===== config.mk =====
export PLATFORM = sky130hd
export DESIGN_NAME = checked_alu_pipe_flat
export DESIGN_NICKNAME = d
export VERILOG_FILES = /design/src/rtl/checked_alu_pipe_if.sv /design/src/rtl/checked_alu_pipe.sv /design/src/flat_wrapper.sv
export SDC_FILE = /design/constraint.sdc
export NUM_CORES = 1
export LEC_CHECK = 0
export CELL_PAD_IN_SITES_DETAIL_PLACEMENT = 1
export CELL_PAD_IN_SITES_GLOBAL_PLACEMENT = 2
export CORE_MARGIN = 2
export CORE_UTILIZATION = 39
export DETAILED_ROUTE_END_ITERATION = 8
export DONT_BUFFER_PORTS = 1
export GPL_TIMING_DRIVEN = 0
export PLACE_DENSITY_LB_ADDON = 0.15
export REMOVE_ABC_BUFFERS = 1
export SYNTH_ARGS = -nofsm -noshare
export SYNTH_HDL_FRONTEND = slang
export SYNTH_SLANG_ARGS = --single-unit

===== constraint.sdc =====
create_clock -name clock -period 6.4 [get_ports clock]
set_clock_uncertainty 0.05 [all_clocks]
set_input_delay 0.64 -clock clock [delete_from_list [all_inputs] [get_ports clock]]
set_output_delay 0.64 -clock clock [all_outputs]
set_load 0.01 [all_outputs]

===== src/rtl/checked_alu_pipe_if.sv =====
// Request/response bundle for checked_alu_pipe: operation request, result
// handshake and fault-status outputs.
interface checked_alu_pipe_if #(
  parameter int WIDTH = 32,
  parameter int SHW   = 5
);
  logic             in_valid;
  logic             in_ready;
  logic [WIDTH-1:0] data_operandA;
  logic [WIDTH-1:0] data_operandB;
  logic [4:0]       ctrl_ALUopcode;
  logic [SHW-1:0]   ctrl_shiftamt;
  logic [1:0]       ctrl_fault_inject;
  logic             ctrl_fault_sticky;
  logic             out_valid;
  logic             out_ready;
  logic [WIDTH-1:0] data_result;
  logic             isNotEqual;
  logic             isLessThan;
  logic             fault_detected;
  logic             fault_fatal;
  logic [1:0]       retry_count;
  logic [7:0]       fault_count;

  modport master (
    output in_valid, data_operandA, data_operandB, ctrl_ALUopcode, ctrl_shiftamt,
           ctrl_fault_inject, ctrl_fault_sticky, out_ready,
    input  in_ready, out_valid, data_result, isNotEqual, isLessThan,
           fault_detected, fault_fatal, retry_count, fault_count
  );

  modport slave (
    input  in_valid, data_operandA, data_operandB, ctrl_ALUopcode, ctrl_shiftamt,
           ctrl_fault_inject, ctrl_fault_sticky, out_ready,
    output in_ready, out_valid, data_result, isNotEqual, isLessThan,
           fault_detected, fault_fatal, retry_count, fault_count
  );
endinterface


===== src/rtl/checked_alu_pipe.sv =====
// Dual-execution ALU: a primary unit (with fault injection) and an independent
// checker unit run the same operation; mismatches trigger bounded retries.
module checked_alu_pipe #(
  parameter int WIDTH     = 32,
  parameter int SHW       = $clog2(WIDTH),
  parameter int MAX_RETRY = 2
) (
  input  logic          clock,
  input  logic          reset,
  checked_alu_pipe_if.slave bus
);

  localparam logic [4:0] OP_ADD = 5'd0;
  localparam logic [4:0] OP_SUB = 5'd1;
  localparam logic [4:0] OP_AND = 5'd2;
  localparam logic [4:0] OP_OR  = 5'd3;
  localparam logic [4:0] OP_SLL = 5'd4;
  localparam logic [4:0] OP_SRA = 5'd5;
  localparam logic [1:0] MAX_RC = 2'(MAX_RETRY);

  typedef enum logic [2:0] {
    S_IDLE,
    S_PRIMARY,
    S_CHECK,
    S_COMPARE,
    S_DONE
  } state_t;

  state_t           state_reg;
  logic [WIDTH-1:0] a_reg;
  logic [WIDTH-1:0] b_reg;
  logic [4:0]       op_reg;
  logic [SHW-1:0]   sh_reg;
  logic [1:0]       inj_reg;
  logic             sticky_reg;

  logic [WIDTH-1:0] primary_reg;
  logic [WIDTH-1:0] checker_reg;
  logic             chk_ne_reg;
  logic             chk_lt_reg;

  logic             in_ready_reg;
  logic             out_valid_reg;
  logic [WIDTH-1:0] result_reg;
  logic             ne_reg;
  logic             lt_reg;
  logic             fault_detected_reg;
  logic             fault_fatal_reg;
  logic [1:0]       retry_count_reg;
  logic [7:0]       fault_count_reg;

  logic [WIDTH-1:0] inj_mask;
  logic [WIDTH-1:0] primary_calc;
  logic [WIDTH-1:0] checker_calc;
  logic [WIDTH-1:0] chk_sum;
  logic [WIDTH-1:0] chk_diff;
  logic             chk_ovf;
  logic             chk_ne;
  logic             chk_lt;
  logic [WIDTH-1:0] chk_sll;
  logic [WIDTH-1:0] chk_sra;

  // Primary unit: injection only touches ADD/SUB, and only on attempt 0 unless sticky.
  always_comb begin
    inj_mask = '0;
    if ((op_reg == OP_ADD || op_reg == OP_SUB) &&
        (sticky_reg || retry_count_reg == 2'd0)) begin
      inj_mask[WIDTH/2] = inj_reg[0];
      inj_mask[WIDTH/8] = inj_reg[1];
    end
    primary_calc = '0;
    case (op_reg)
      OP_ADD:  primary_calc = (a_reg + b_reg) ^ inj_mask;
      OP_SUB:  primary_calc = (a_reg + ~b_reg + WIDTH'(1)) ^ inj_mask;
      OP_AND:  primary_calc = a_reg & b_reg;
      OP_OR:   primary_calc = a_reg | b_reg;
      OP_SLL:  primary_calc = a_reg << sh_reg;
      OP_SRA:  primary_calc = $signed(a_reg) >>> sh_reg;
      default: primary_calc = '0;
    endcase
  end

  // Checker shifts use a separately built logarithmic shifter.
  for (genvar gi = 0; gi < SHW; gi++) begin : g_shift
    localparam int D = 1 << gi;
    logic [WIDTH-1:0] sll_in;
    logic [WIDTH-1:0] sra_in;
    logic [WIDTH-1:0] sll_out;
    logic [WIDTH-1:0] sra_out;
    if (gi == 0) begin : g_first
      assign sll_in = a_reg;
      assign sra_in = a_reg;
    end else begin : g_next
      assign sll_in = g_shift[gi-1].sll_out;
      assign sra_in = g_shift[gi-1].sra_out;
    end
    assign sll_out = sh_reg[gi] ? {sll_in[WIDTH-1-D:0], {D{1'b0}}} : sll_in;
    assign sra_out = sh_reg[gi] ? {{D{sra_in[WIDTH-1]}}, sra_in[WIDTH-1:D]} : sra_in;
  end

  assign chk_sll  = g_shift[SHW-1].sll_out;
  assign chk_sra  = g_shift[SHW-1].sra_out;
  assign chk_sum  = a_reg + b_reg;
  assign chk_diff = a_reg - b_reg;
  assign chk_ovf  = (a_reg[WIDTH-1] ^ b_reg[WIDTH-1]) & (chk_diff[WIDTH-1] ^ a_reg[WIDTH-1]);
  assign chk_ne   = |chk_diff;
  assign chk_lt   = chk_diff[WIDTH-1] ^ chk_ovf;

  always_comb begin
    checker_calc = '0;
    case (op_reg)
      OP_ADD:  checker_calc = chk_sum;
      OP_SUB:  checker_calc = chk_diff;
      OP_AND:  checker_calc = ~(~a_reg | ~b_reg);
      OP_OR:   checker_calc = ~(~a_reg & ~b_reg);
      OP_SLL:  checker_calc = chk_sll;
      OP_SRA:  checker_calc = chk_sra;
      default: checker_calc = '0;
    endcase
  end

  always_ff @(posedge clock) begin
    if (reset) begin
      state_reg          <= S_IDLE;
      a_reg              <= '0;
      b_reg              <= '0;
      op_reg             <= '0;
      sh_reg             <= '0;
      inj_reg            <= '0;
      sticky_reg         <= 1'b0;
      primary_reg        <= '0;
      checker_reg        <= '0;
      chk_ne_reg         <= 1'b0;
      chk_lt_reg         <= 1'b0;
      in_ready_reg       <= 1'b1;
      out_valid_reg      <= 1'b0;
      result_reg         <= '0;
      ne_reg             <= 1'b0;
      lt_reg             <= 1'b0;
      fault_detected_reg <= 1'b0;
      fault_fatal_reg    <= 1'b0;
      retry_count_reg    <= 2'd0;
      fault_count_reg    <= 8'd0;
    end else begin
      case (state_reg)
        S_IDLE: begin
          if (bus.in_valid && in_ready_reg) begin
            a_reg              <= bus.data_operandA;
            b_reg              <= bus.data_operandB;
            op_reg             <= bus.ctrl_ALUopcode;
            sh_reg             <= bus.ctrl_shiftamt;
            inj_reg            <= bus.ctrl_fault_inject;
            sticky_reg         <= bus.ctrl_fault_sticky;
            fault_detected_reg <= 1'b0;
            fault_fatal_reg    <= 1'b0;
            retry_count_reg    <= 2'd0;
            in_ready_reg       <= 1'b0;
            state_reg          <= S_PRIMARY;
          end
        end
        S_PRIMARY: begin
          primary_reg <= primary_calc;
          state_reg   <= S_CHECK;
        end
        S_CHECK: begin
          checker_reg <= checker_calc;
          chk_ne_reg  <= chk_ne;
          chk_lt_reg  <= chk_lt;
          state_reg   <= S_COMPARE;
        end
        S_COMPARE: begin
          if (primary_reg == checker_reg) begin
            result_reg    <= primary_reg;
            ne_reg        <= chk_ne_reg;
            lt_reg        <= chk_lt_reg;
            out_valid_reg <= 1'b1;
            state_reg     <= S_DONE;
          end else begin
            fault_detected_reg <= 1'b1;
            if (fault_count_reg != 8'hFF) begin
              fault_count_reg <= fault_count_reg + 8'd1;
            end
            if (retry_count_reg < MAX_RC) begin
              retry_count_reg <= retry_count_reg + 2'd1;
              state_reg       <= S_PRIMARY;
            end else begin
              // Retries exhausted: trust the checker, which never sees injection.
              fault_fatal_reg <= 1'b1;
              result_reg      <= checker_reg;
              ne_reg          <= chk_ne_reg;
              lt_reg          <= chk_lt_reg;
              out_valid_reg   <= 1'b1;
              state_reg       <= S_DONE;
            end
          end
        end
        S_DONE: begin
          if (bus.out_ready) begin
            out_valid_reg <= 1'b0;
            in_ready_reg  <= 1'b1;
            state_reg     <= S_IDLE;
          end
        end
        default: begin
          state_reg <= S_IDLE;
        end
      endcase
    end
  end

  assign bus.in_ready       = in_ready_reg;
  assign bus.out_valid      = out_valid_reg;
  assign bus.data_result    = result_reg;
  assign bus.isNotEqual     = ne_reg;
  assign bus.isLessThan     = lt_reg;
  assign bus.fault_detected = fault_detected_reg;
  assign bus.fault_fatal    = fault_fatal_reg;
  assign bus.retry_count    = retry_count_reg;
  assign bus.fault_count    = fault_count_reg;

endmodule


===== src/flat_wrapper.sv =====
// flat-port wrapper written by rule: the top's interface ports become plain ports
module checked_alu_pipe_flat 
#(
  parameter int WIDTH     = 32,
  parameter int SHW       = $clog2(WIDTH),
  parameter int MAX_RETRY = 2
)
  (clock, reset, bus_in_valid, bus_data_operandA, bus_data_operandB, bus_ctrl_ALUopcode, bus_ctrl_shiftamt, bus_ctrl_fault_inject, bus_ctrl_fault_sticky, bus_out_ready, bus_in_ready, bus_out_valid, bus_data_result, bus_isNotEqual, bus_isLessThan, bus_fault_detected, bus_fault_fatal, bus_retry_count, bus_fault_count);
  checked_alu_pipe_if #(.WIDTH(WIDTH), .SHW(SHW)) bus_i ();
  input  logic clock;
  input  logic reset;
  input wire logic [$bits(bus_i.in_valid)-1:0] bus_in_valid;
  input wire logic [$bits(bus_i.data_operandA)-1:0] bus_data_operandA;
  input wire logic [$bits(bus_i.data_operandB)-1:0] bus_data_operandB;
  input wire logic [$bits(bus_i.ctrl_ALUopcode)-1:0] bus_ctrl_ALUopcode;
  input wire logic [$bits(bus_i.ctrl_shiftamt)-1:0] bus_ctrl_shiftamt;
  input wire logic [$bits(bus_i.ctrl_fault_inject)-1:0] bus_ctrl_fault_inject;
  input wire logic [$bits(bus_i.ctrl_fault_sticky)-1:0] bus_ctrl_fault_sticky;
  input wire logic [$bits(bus_i.out_ready)-1:0] bus_out_ready;
  output wire logic [$bits(bus_i.in_ready)-1:0] bus_in_ready;
  output wire logic [$bits(bus_i.out_valid)-1:0] bus_out_valid;
  output wire logic [$bits(bus_i.data_result)-1:0] bus_data_result;
  output wire logic [$bits(bus_i.isNotEqual)-1:0] bus_isNotEqual;
  output wire logic [$bits(bus_i.isLessThan)-1:0] bus_isLessThan;
  output wire logic [$bits(bus_i.fault_detected)-1:0] bus_fault_detected;
  output wire logic [$bits(bus_i.fault_fatal)-1:0] bus_fault_fatal;
  output wire logic [$bits(bus_i.retry_count)-1:0] bus_retry_count;
  output wire logic [$bits(bus_i.fault_count)-1:0] bus_fault_count;
  assign bus_i.in_valid = bus_in_valid;
  assign bus_i.data_operandA = bus_data_operandA;
  assign bus_i.data_operandB = bus_data_operandB;
  assign bus_i.ctrl_ALUopcode = bus_ctrl_ALUopcode;
  assign bus_i.ctrl_shiftamt = bus_ctrl_shiftamt;
  assign bus_i.ctrl_fault_inject = bus_ctrl_fault_inject;
  assign bus_i.ctrl_fault_sticky = bus_ctrl_fault_sticky;
  assign bus_i.out_ready = bus_out_ready;
  assign bus_in_ready = bus_i.in_ready;
  assign bus_out_valid = bus_i.out_valid;
  assign bus_data_result = bus_i.data_result;
  assign bus_isNotEqual = bus_i.isNotEqual;
  assign bus_isLessThan = bus_i.isLessThan;
  assign bus_fault_detected = bus_i.fault_detected;
  assign bus_fault_fatal = bus_i.fault_fatal;
  assign bus_retry_count = bus_i.retry_count;
  assign bus_fault_count = bus_i.fault_count;
  checked_alu_pipe #(.WIDTH(WIDTH), .SHW(SHW), .MAX_RETRY(MAX_RETRY)) u_core (.clock(clock), .reset(reset), .bus(bus_i));
endmodule

==> flow_summary.toml <==
[critical_path]
crit_chain = "inv_1 > ha_2 > nor2_2 > o21ai_1 > a211oi_2 > nor4_1 > o21ai_2 > a21o_2 > a21oi_1 > o21bai_1 > a221oi_1 > fa_2 > nand3b_1 > a221oi_1 > o2111ai_1 > a2111oi_0 > o2111ai_1 > a2111oi_0 > nand4_1 > a2111oi_2 > a21oi_1"
cp_max_fo = 15
cp.arrival_ns = 6.66
cpPeakStageDelay_ns = 0.59
critPathCaptureType = "flip-flop"
crit_required_ns = 6.71
startpoint_type = "flip-flop"
slowest_stage = "ha_2"
crit_type = "flip-flop to flip-flop"

[global_route]
grt_pass1_wl_mm = 101
antenna_found_initial = 1
grt_start_max_net_pins = 194
gr-total-overflow = 0
grtUsageTotal_pct = 30.6
grt_pass1_vias = 15500

[sta]
whs_ns = 0.148
finalCritPeriodShare_pct = 99.2
final.min_clock_period_ns = 6.35
setup_viol = 0
tightest_slew_ns = 1.31
postLayoutSetupSlackWorst_ns = 0.0529
relSlewSlack_pct = 11.9
clock.fmax_mhz = 158
slew_violations = 0
finalHoldViolCount = 0

[final_layout]
final_area_mm2 = 0.0176
mostFrequentLayoutCell = "nor2_1"
utilization_pct = 42.1
final_cell_mix = "284 x nor2_1, 271 x nand2_1, 211 x a21oi_1, 170 x dfxtp_1, 95 x inv_1"
final_nets = 2232
fill_cells = 5073
drive_gt1_share_pct = 9.88
multi_input_area_mm2 = 0.0117
seq_area_mm2 = 0.00392
diodes = 0
syn2layout_area_growth_pct = 6.94

[clocking]
clockRootBuffer = "clkbuf_16"
worstSkewPairLatency_ns = 0.50
cts_buffers = 17
cts_buffer_depth = 2
htreeDepth = 4
clk_pin_slew_worst_paths_ns = 0.08
cts_tree = "yes"
cts_hold_buf = 0
clock_sinks = 194

[detailed_routing]
wl_per_cell_um = 26.0
viasPerCell = 6.16
route.vias.total = 16000
dr.pass1.iters = 5
drc = 0
ant_nets = 0
drt_iter0_drc = 1126
drt-total-wl_mm = 67.3

[run_status]
outcome = "finished clean"

[yosys]
synth-compound-area-share_pct = 24.3
synthXorXnorAreaFrac_pct = 4.19
netlist_area_mm2 = 0.0164
synth.distinct_cells = 97
syn_avg_cell_area_um2 = 7.61
synth_flop_cell = "dfxtp_1"
muxShareOfSynthArea_pct = 12.5
syn_inst = 2159
ys_ff_latch = 194
synth-adder-area-share_pct = 8.44
synthSimpleGateAreaFrac_pct = 20.5
ys_seq_area_share_pct = 23.6
synth_edf_count = 0
async_flop_share_pct = 0
synth_top_family_by_area = "compound AO/OA/AOI/OAI gates"
yosys_warnings = 0

[floorplanning]
dieArea_mm2 = 0.0438
start_util_pct = 39.3
fp.dieH_um = 209
coreArea_mm2 = 0.0418
pin_count = 129
row_count = 75
die_x_um = 209

[placed_design]
place.port_buffers = 0
hpwl_mm = 51.6
gp_congestion = 0.947
place_area_mm2 = 0.0168
dp_slack_ns = -0.544

[hold_path]
hold_class = "input port to flip-flop"

[power]
p_leak_nw = 6.45
p_per_area_mw_per_mm2 = 289
ir_drop_mv = 0.151

[job]
max_cap_viol_count = 0
-- power breakdown --
part	switching (mW)	internal (mW)
clock network	0.568	0.521
registers	0.215	1.33
logic	1.59	0.853
-- worst max-delay path, delay by kind of cell, from the launching register on --
family | cells | cell delay, ns
fa+ha+maj | 2 | 1.00
simple gates | 4 | 1.05
flops | 1 | 0.51
buf+inv | 1 | 0.08
compound gates | 14 | 3.51
-- final timing paths --
check	start	end	slack [ns]	depth (start not counted)
setup / recovery	u_core.a_reg[13]$_SDFFE_PP0P_	u_core.chk_ne_reg$_SDFFE_PP0P_	0.05	21
hold / removal	reset	u_core.a_reg[4]$_SDFFE_PP0P_	0.15	1
hold reg to reg	u_core.inj_reg[1]$_SDFFE_PP0P_	u_core.inj_reg[1]$_SDFFE_PP0P_	0.41	2
setup reg to reg	u_core.a_reg[13]$_SDFFE_PP0P_	u_core.chk_ne_reg$_SDFFE_PP0P_	0.05	21
-- cells by family (layout without fill, tap and decap cells) --
kind of cell | after synthesis | in the layout
DFF | 194 | 194
xor gates and xnor gates | 77 | 77
muxes | 148 | 148
AOI/OAI and AO/OA | 603 | 603
and+or+nand+nor | 766 | 766
buffers and inverters | 262 | 157
adders and majority gates | 109 | 109
-- final cells by class --
class	instances	share of cell area [%]
Multi-Input combinational cell	1703	66.6
Clock inverter	12	0.676
Tap cell	539	3.84
Timing Repair Buffer	24	1.85
Clock buffer	19	2.52
Sequential cell	194	22.3
Inverter	102	2.19
-- synth_stat cells, types with 6 or more instances --
cell,number,area share [%]
o31ai_1,12,0.55
mux4_2,45,6.2
a21oi_1,212,6.5
o22ai_1,11,0.42
o211ai_1,27,1.2
o211a_1,7,0.43
xnor2_1,29,1.5
a221oi_1,14,0.75
dfxtp_1,194,24
nand3_1,20,0.61
nand2_1,271,6.2
nand2b_1,12,0.46
a21o_1,18,0.82
clkbuf_1,113,2.6
and3_1,11,0.42
nor2b_1,19,0.72
mux2_2,12,0.82
o2111ai_1,7,0.37
mux2i_1,91,5.5
inv_1,96,2.2
and2_1,7,0.27
xor2_1,47,2.5
o21ai_0,81,2.5
a221o_1,6,0.37
buf_1,13,0.30
nor4_1,26,0.99
nor3_1,53,1.6
a31oi_1,11,0.42
o21ai_1,12,0.37
o21bai_1,10,0.46
nand4_1,18,0.69
ha_1,106,8.1
or3_1,11,0.42
nor2_1,288,6.6
a211oi_1,91,4.2
o21a_1,12,0.55
buf_2,27,0.82
-- through the flow --
step / std cells / setup TNS [ns] / total power, mW
5_1_grt: 2593 / -0.0336 / 5.36
2_1_floorplan: 1999 / -14.69 / 3.05
4_1_cts: 2592 / 0 / 5.05
3_5_place_dp: 2561 / -0.544 / 3.91
3_3_place_gp: 2538 / -364.15 / 3.87
6_report: 2593 / 0 / 5.08
-- per-layer routing --
layer,routed length [um],vias up,track usage (%),part of all wire (%)
met4,1880,2,9.38,2.8
met3,3760,81,5.90,5.6
met5,12,-,0,0.018
met2,31400,419,50.1,47
met1,30300,7969,40.7,45
li1,-,7491,-,-
-- what timing repair did --
action	in CTS	in global routing
gates resized for setup	33	27
pin swaps	1	1
setup endpoints to repair	1	1
cloned	0	0
setup buffers	0	1
Power figures use the tool's default switching activity.
